**config.mk**
```make
export PLATFORM = sky130hd
export DESIGN_NAME = xd_hs_tx
export DESIGN_NICKNAME = d
export VERILOG_FILES = /design/src/rtl/xd_pkg.sv /design/src/rtl/xd_sync_bit.sv /design/src/rtl/xd_hs_tx.sv
export SDC_FILE = /design/constraint.sdc
export NUM_CORES = 1
export LEC_CHECK = 0
export BUFFER_PORTS_ARGS = -buffer_cell sky130_fd_sc_hd__buf_4
export CELL_PAD_IN_SITES_DETAIL_PLACEMENT = 1
export CELL_PAD_IN_SITES_GLOBAL_PLACEMENT = 1
export CORE_AREA = 2 2 48 50
export DETAILED_ROUTE_END_ITERATION = 6
export DIE_AREA = 0 0 50 52
export PLACE_DENSITY_LB_ADDON = 0.1
export SLEW_MARGIN = 20
export SYNTH_ARGS = -nofsm -noshare
export SYNTH_HDL_FRONTEND = slang
export SYNTH_SLANG_ARGS = --single-unit
```
**constraint.sdc**
```tcl
create_clock -name clk -period 1.05 [get_ports clk]
set_input_delay 0.1575 -clock clk [delete_from_list [all_inputs] [get_ports clk]]
set_output_delay 0.1575 -clock clk [all_outputs]
set_load 0.02 [all_outputs]
```
**src/rtl/xd_pkg.sv**
```systemverilog
// xd_pkg: state encoding and shared synchronizer depth for the clock-crossing blocks
package xd_pkg;
  typedef enum logic [1:0] {IDLE = 2'd0, SETUP = 2'd1, WAIT = 2'd2} xd_state_e;
  localparam int XD_SYNC_STAGES = 2;
endpackage

```
**src/rtl/xd_sync_bit.sv**
```systemverilog
// xd_sync_bit: N-stage single-bit synchronizer with synchronous active-low reset
module xd_sync_bit #(
  parameter int N = 2
) (
  input  logic clk,
  input  logic rst_n,
  input  logic d,
  output logic q
);
  logic [N-1:0] sr;
  always_ff @(posedge clk)
    if (!rst_n) sr <= '0;
    else sr <= {sr[N-2:0], d};
  assign q = sr[N-1];
endmodule

```
**src/rtl/xd_hs_tx.sv**
```systemverilog
// xd_hs_tx: transmit end of a toggle req/ack handshake carrying a WIDTH-bit word across clocks
// Optional abort on missing ack via XD_HS_TX_TIMEOUT_EN.
module xd_hs_tx
  import xd_pkg::*;
#(
  parameter int WIDTH       = 8,
  parameter int SYNC_STAGES = XD_SYNC_STAGES,
  parameter int TIMEOUT_CYC = 255
) (
  input  logic             clk,
  input  logic             rst_n,
  input  logic             in_valid,
  output logic             in_ready,
  input  logic [WIDTH-1:0] in_data,
  output logic [WIDTH-1:0] xd_data,
  output logic             req_tgl,
  input  logic             ack_tgl,
  output logic             busy,
  output logic             done,
  output logic             timeout_err
);
  xd_state_e state, state_d;
  logic ack_s, ack_prev, ack_edge, accept, to_hit;
  xd_sync_bit #(.N(SYNC_STAGES)) u_ack_sync (.clk(clk), .rst_n(rst_n), .d(ack_tgl), .q(ack_s));
  assign in_ready = state == IDLE;
  assign busy     = !in_ready;
  assign ack_edge = ack_s ^ ack_prev;
  assign accept   = in_valid & in_ready;
  always_comb begin
    state_d = state;
    state_d = (state == IDLE)  ? (accept ? SETUP : IDLE) :
              (state == SETUP) ? WAIT :
              (ack_edge || to_hit) ? IDLE : WAIT;
  end
  always_ff @(posedge clk)
    if (!rst_n) begin
      state    <= IDLE;
      req_tgl  <= 1'b0;
      xd_data  <= '0;
      done     <= 1'b0;
      ack_prev <= 1'b0;
    end else begin
      state    <= state_d;
      ack_prev <= ack_s;
      done     <= (state == WAIT) && ack_edge;
      if (accept) xd_data <= in_data;
      if (state == SETUP) req_tgl <= ~req_tgl;
    end
`ifdef XD_HS_TX_TIMEOUT_EN
  localparam int CW = $clog2(TIMEOUT_CYC + 1);
  logic [CW-1:0] cnt;
  logic          terr;
  // ack_edge takes priority: an ack on the last allowed cycle still completes
  assign to_hit = (state == WAIT) && !ack_edge && (cnt == CW'(TIMEOUT_CYC - 1));
  always_ff @(posedge clk)
    if (!rst_n) begin
      cnt  <= '0;
      terr <= 1'b0;
    end else begin
      cnt  <= (state == WAIT) ? cnt + CW'(1) : '0;
      terr <= accept ? 1'b0 : (to_hit ? 1'b1 : terr);
    end
  assign timeout_err = terr;
`else
  assign to_hit      = 1'b0;
  assign timeout_err = 1'b0;
`endif
endmodule

```
==> out/results.ini, run 1 <==
[grt]
grt_start_max_net_pins=21
grt_pass1_wl_um=1950
gr-total-overflow=0
grt_usage_pct=10.3
antenna_found_initial=0
grt_pass1_vias=453

[timing]
report.final.setup_viol=11
fin_crit_ns=1.18
fin_setup_tns_ns=-1.18
hold_violations=0
fin_crit_sh_pct=113
timing.fmax_mhz=846
timing.final.ws_setup_ns=-0.132
rsz0062_at_grt=true
fin_skew_ns=0.00523
finalMaxSlewViolations=0

[layout]
fin_util_pct=42.6
regArea_um2=305
area_growth_pct=55.2
drive_gt1_share_pct=52.3
num-nets-final=101
multi_input_comb_area_um2=241
antenna_cells=0
num-fill-cells=250

[logic_synthesis]
yosys-top-cells-count=15 x dfxtp_1, 8 x nand2_1, 6 x nand3_1, 6 x o21ai_0, 4 x and2_1
synth_area_per_cell_um2=9.97
syn_area_um2=578
synth_edf_count=0
ys_seq_elements=15
yosys.area.top_type=dfxtp_1
synth_top_area_share_pct=51.9
synth_fp_nets=70
netlist_instances=58
yosysSeqAreaShare_pct=51.9
ys_async_sr_fraction_pct=0
synth_cell_type_count=20
synthTopCellsByArea=dfxtp_1 52%, nand3_1 5.2%, o21ai_0 5.2%
yosysMostFrequentCell=dfxtp_1
ys.flop_type=dfxtp_1
yosys_warnings=0

[clock_tree]
ctsRootBufferMaster=clkbuf_4
cts_buffers=3
clk_pin_slew_ns=0.09
cts-htree-levels=1
cts_sinks=15
cts_tree=done
clockBufferDepth=2
cts_hold_buf=0
insertion_delay_ns=0.28

[run]
cap_viol_max_count=0

[drt]
drc=0
wl_per_cell_um=11.2
viasPerCell=4.19
ant_nets=0
firstDrtPassIters=2
drt_iter0_markers=2
vias=486
finalWirelength_um=1300

[status]
outcome=finished with violations
violations=negative setup slack

[pwr]
finalPower_uw=1280
power.leakage_uw=0.000399
powerDensity_nw_per_um2=1420
ir_worst_vdd_uv=755

[floorplanning]
ioPinCount=25
initial_core_util_pct=27.5
die_x_um=50
row_count=17
die_h_um=52
core-area_um2=2110
die-area_um2=2600

[critical_path]
path_max_fanout=2
cp_slowest_cell=dfxtp_4
path_buf_inv=2
critPathLaunchType=flop
cp.required_ns=0.89
slowest_delay_ns=0.35
worstSetupPathType=flop to output pin
crit_chain=or2_4 > inv_2 > buf_6
critPathArrivalTime_ns=1.02
path_delay_family=flip-flops
worst_setup_path_end_kind=output pin

[place]
dp_hpwl_um=831
place.gp.congestion=0.619
portBuffers=23

[hold_path]
hold_class=input port to flop

## state kept, by name, summed over array words and instances, names as in the netlist
register	cells
done	1
u_ack_sync.sr	2
state	2
req_tgl	1
xd_data	8
ack_prev	1
## cell usage in the layout (no fill, tap or decap), types with 2 or more instances in the layout
| master | netlist | layout |
|---|---|---|
| buf_4 | 1 | 24 |
| dfxtp_1 | 15 | 13 |
| nand2_1 | 8 | 8 |
| nand3_1 | 6 | 6 |
| o21ai_1 | 0 | 5 |
| and2_1 | 4 | 4 |
| clkbuf_4 | 0 | 3 |
| buf_6 | 2 | 3 |
| nand3_2 | 2 | 2 |
| o21ai_2 | 2 | 2 |
| and2_2 | 2 | 2 |
| clkbuf_16 | 0 | 2 |
## repair_timing
item	4_1_cts	5_1_grt
gates cloned	0	2
buffers inserted	2	1
endpoints found under the setup margin	3	13
pin swaps	1	3
gates resized for setup	7	6
endpoints found under the hold margin	0	0
## per-stage QoR
step | worst slack, ns | std cells | instance area [um2] | hold slack, ns
after global routing | -0.181 | 116 | 897 | 0.0582
after floorplan | 0.0396 | 58 | 578 | 0.278
after CTS | -0.134 | 113 | 832 | 0.0741
after detailed placement | 0.0227 | 107 | 778 | 0.375
after global placement | 0.0489 | 107 | 778 | 0.368
final | -0.132 | 116 | 897 | 0.0823
## worst reg2reg max path, cell delays in order (launching register included)
cell       delay, ns
dfxtp_4         0.35
buf_4           0.14
nor3b_4         0.19
buf_6           0.15
clkbuf_16       0.15
and2_2          0.14
## metal layers
layer | GRT usage (%) | vias up | part of all wire [%]
li1 | - | 247 | -
met1 | 11.6 | 225 | 45
met2 | 17.8 | 12 | 51
met3 | 2.59 | 2 | 3.8
met4 | 5.56 | 0 | 0.69
met5 | 0 | - | 0
## path summary, 6_finish.rpt
kind	start	to	slack (ns)	depth (start not counted)
min reg2reg	u_ack_sync.sr[0]	u_ack_sync.sr[1]	0.45	1
max	state[0]	in_ready	-0.13	3
max reg2reg	state[0]	state[0]	-0.12	5
min	ack_tgl	u_ack_sync.sr[0]	0.08	2
## area by class of cell
type                            instances  share of cell area, %
Clock buffer                            3                   2.51
Clock inverter                          1                  0.558
Inverter                                1                  0.418
Multi-Input combinational cell         38                   26.9
Sequential cell                        15                   34.0
Tap cell                               28                   3.91
Timing Repair Buffer                   30                   31.7
## power by group
group          switching, uW  internal [uW]  leakage, uW  total (uW)
clock network            183            141    0.0000177         324
logic                    146            181     0.000257         326
registers               20.4            607     0.000124         627
## kinds of logic after synthesis
kind of cell    count (synthesis)  share of synthesized area (%)
compound gates                  9                           9.74
buf+inv                         5                           6.71
flops                          15                           51.9
xor+xnor                        2                           3.03
simple gates                   26                           27.9
other cells                     1                          0.649
Note: power is estimated with default switching activity, not from simulation.
==> run 2: changes to the inputs <==
--- a/config.mk
+++ b/config.mk
@@ -5,12 +5,13 @@
 export SDC_FILE = /design/constraint.sdc
 export NUM_CORES = 1
 export LEC_CHECK = 0
+export ABC_AREA = 1
 export BUFFER_PORTS_ARGS = -buffer_cell sky130_fd_sc_hd__buf_4
 export CELL_PAD_IN_SITES_DETAIL_PLACEMENT = 1
 export CELL_PAD_IN_SITES_GLOBAL_PLACEMENT = 1
-export CORE_AREA = 2 2 48 50
+export CORE_AREA = 2 2 50 52
 export DETAILED_ROUTE_END_ITERATION = 6
-export DIE_AREA = 0 0 50 52
+export DIE_AREA = 0 0 52 54
 export PLACE_DENSITY_LB_ADDON = 0.1
 export SLEW_MARGIN = 20
 export SYNTH_ARGS = -nofsm -noshare
==> out/results.ini, run 2 <==
[timing]
fin_crit_sh_pct=107  ; was 113%
fin_crit_ns=1.13  ; was 1.18 ns
rsz0062_at_grt=true  ; unchanged
hold_violations=0  ; unchanged
finalMaxSlewViolations=0  ; unchanged
timing.fmax_mhz=888  ; was 846 MHz
report.final.setup_viol=2  ; was 11
whs_ns=0.0564  ; was 0.0823 ns
fin_setup_tns_ns=-0.147  ; was -1.18 ns
fin_skew_ns=0.00114  ; was 0.00523 ns
timing.final.ws_setup_ns=-0.0767  ; was -0.132 ns

[grt]
grt_pass1_vias=587  ; was 453
grt_pass1_wl_um=2340  ; was 1950 um
grt_start_max_net_pins=18  ; was 21
antenna_found_initial=0  ; unchanged
grt_usage_pct=11.7  ; was 10.3%
gr-total-overflow=0  ; unchanged

[pwr]
sw_frac_of_total_pct=28.9  ; was 27.3%
clkPwrFrac_pct=25.5  ; was 25.3%
p_sw_uw=370  ; was 349 uW
ir_worst_vdd_uv=594  ; was 755 uV
p_seq_share_pct=50.0  ; was 49.1%
powerDensity_nw_per_um2=1480  ; was 1420 nW/um2
internal_power_uw=908  ; was 929 uW
comb_power_share_pct=24.5  ; was 25.6%
finalPower_uw=1280  ; about the same
power.leakage_uw=0.000462  ; was 0.000399 uW

[drt]
viasPerCell=4.27  ; was 4.19
wl_per_cell_um=9.67  ; was 11.2 um
vias=602  ; was 486
firstDrtPassIters=3  ; was 2
drt_iter0_markers=2  ; unchanged
ant_nets=0  ; unchanged
finalWirelength_um=1360  ; was 1300 um
drc=0  ; unchanged

[clock_tree]
insertion_delay_ns=0.28  ; about the same
cts_buffers=3  ; unchanged
cts_tree=done  ; unchanged
ctsRootBufferMaster=clkbuf_4  ; unchanged
cts_hold_buf=0  ; unchanged
clockBufferDepth=2  ; unchanged
cts-htree-levels=1  ; unchanged
clk_pin_slew_ns=0.09  ; about the same
cts_sinks=15  ; unchanged

[floorplanning]
die_h_um=54  ; was 52 um
initial_core_util_pct=26.5  ; was 27.5%
row_count=18  ; was 17
die-area_um2=2810  ; was 2600 um2
die_x_um=52  ; was 50 um
ioPinCount=25  ; unchanged
core-area_um2=2320  ; was 2110 um2

[layout]
antenna_cells=0  ; unchanged
reg_top3=xd_data (8), state (2), u_ack_sync.sr (2)  ; unchanged
mostFrequentLayoutCell=buf_4  ; unchanged
area_growth_pct=40.5  ; was 55.2%
num-nets-final=124  ; was 101
final_cells=141  ; was 116
num-fill-cells=309  ; was 250
mostFrequentLayoutCells=24 x buf_4, 16 x nand2_1, 14 x inv_1, 14 x nor2_1, 13 x dfxtp_1  ; was 24 x buf_4, 13 x dfxtp_1, 8 x nand2_1
max_flop_register=xd_data  ; unchanged
drive_gt1_share_pct=30.6  ; was 52.3%
largest_reg_flops=8  ; unchanged

[logic_synthesis]
synth_fp_nets=97  ; was 70
yosys.area.top_type=dfxtp_1  ; unchanged
yosys_warnings=0  ; unchanged
yosysSeqAreaShare_pct=48.9  ; was 51.9%
yosysMostFrequentCell=nand2_1  ; was dfxtp_1
synth_cell_type_count=12  ; was 20
ys_seq_elements=15  ; unchanged
synth_edf_count=0  ; unchanged
netlist_instances=85  ; was 58
yosys-top-cells-count=16 x nand2_1, 15 x dfxtp_1, 14 x inv_1, 14 x nor2_1  ; was 15 x dfxtp_1, 8 x nand2_1, 6 x nand3_1, 6 x o21ai_0, 4 x and2_1
ys.flop_type=dfxtp_1  ; unchanged
synth_top_area_share_pct=48.9  ; was 51.9%
synth_area_per_cell_um2=7.23  ; was 9.97 um2
synthTopCellsByArea=dfxtp_1 49%, nand2_1 9.8%, inv_1 8.6%  ; was dfxtp_1 52%, nand3_1 5.2%, o21ai_0 5.2%
syn_area_um2=614  ; was 578 um2
ys_async_sr_fraction_pct=0  ; unchanged

[critical_path]
cp.required_ns=0.89  ; about the same
critPathArrivalTime_ns=0.97  ; was 1.02 ns
worstSetupPathType=flop to output pin  ; unchanged
crit_chain=nor2_4 > inv_1 > buf_4  ; was or2_4 > inv_2 > buf_6
path_buf_inv=2  ; unchanged
critPathLaunchType=flop  ; unchanged
worst_setup_path_end_kind=output pin  ; unchanged
slowest_delay_ns=0.34  ; was 0.35 ns
path_max_fanout=3  ; was 2
path_delay_family=flip-flops  ; unchanged
cp_slowest_cell=dfxtp_2  ; was dfxtp_4

[status]
violations=negative setup slack  ; unchanged
outcome=finished with violations  ; unchanged

[place]
place_inst=135  ; was 107
post-place-ws_ns=0.121  ; was 0.0227 ns
place.gp.congestion=0.676  ; was 0.619
portBuffers=23  ; unchanged
dp_hpwl_um=983  ; was 831 um

[run]
cap_viol_max_count=0  ; unchanged

[hold_path]
hold_class=input port to flop  ; unchanged

-- run 2: timing repair --
action	4_1_cts	5_1_grt
endpoints found under the hold margin	0	0
setup endpoints to repair	2	6
setup buffers	2	0
gates resized for setup	4	2
-- run 2: through the flow --
stage          cell area (um2)  utilization (%)
2_1_floorplan              614                -
3_5_place_dp               803             34.6
4_1_cts                    855             36.8
5_1_grt                    863             37.2
3_3_place_gp               803             34.6
6_report                   863             37.2
-- run 2: power groups by stage --
stage	sequential, uW	clock [uW]	combinational, uW
6_report	639	326	314
5_1_grt	644	368	352
4_1_cts	639	350	314
3_5_place_dp	652	0	294
3_3_place_gp	651	0	290
2_1_floorplan	688	0	139
-- run 2: layout make-up --
cell class / instances / area, um2 / area share, %
Tap cell: 30 / 37.5 / 4.35
Sequential cell: 15 / 303 / 35.1
Multi-Input combinational cell: 51 / 230 / 26.7
Timing Repair Buffer: 27 / 214 / 24.8
Clock buffer: 4 / 26.3 / 3.04
Inverter: 14 / 52.6 / 6.09
-- run 2: tightest hold or removal path, stage by stage --
cell     delay (ns)
buf_4          0.07
nand2_1        0.04
inv_1          0.04
-- run 2: cells by family after synthesis --
logic type / synth area share (%)
AND/OR/NAND/NOR: 28.7
buffers and inverters: 14.5
flip-flops: 48.9
AO/OA/AOI/OAI: 7.33
other: 0.610
-- run 2: per-layer routing --
layer | wire length, um | up-vias | GRT usage, % | share of wire [%]
met5 | 0 | - | 0 | 0
met4 | 12 | 0 | 7.89 | 0.88
met3 | 82 | 2 | 2.50 | 6.0
met2 | 676 | 15 | 21.7 | 50
met1 | 592 | 277 | 11.6 | 43
li1 | - | 308 | - | -
-- run 2: worst paths after layout --
path | startpoint | end | slack [ns] | cells past startpoint
worst max-delay path | state[1] | busy | -0.08 | 3
worst min-delay path | ack_tgl | u_ack_sync.sr[0] | 0.06 | 3
worst max register to register | state[1] | xd_data[3] | 0.09 | 6
worst min register to register | u_ack_sync.sr[0] | u_ack_sync.sr[1] | 0.43 | 2
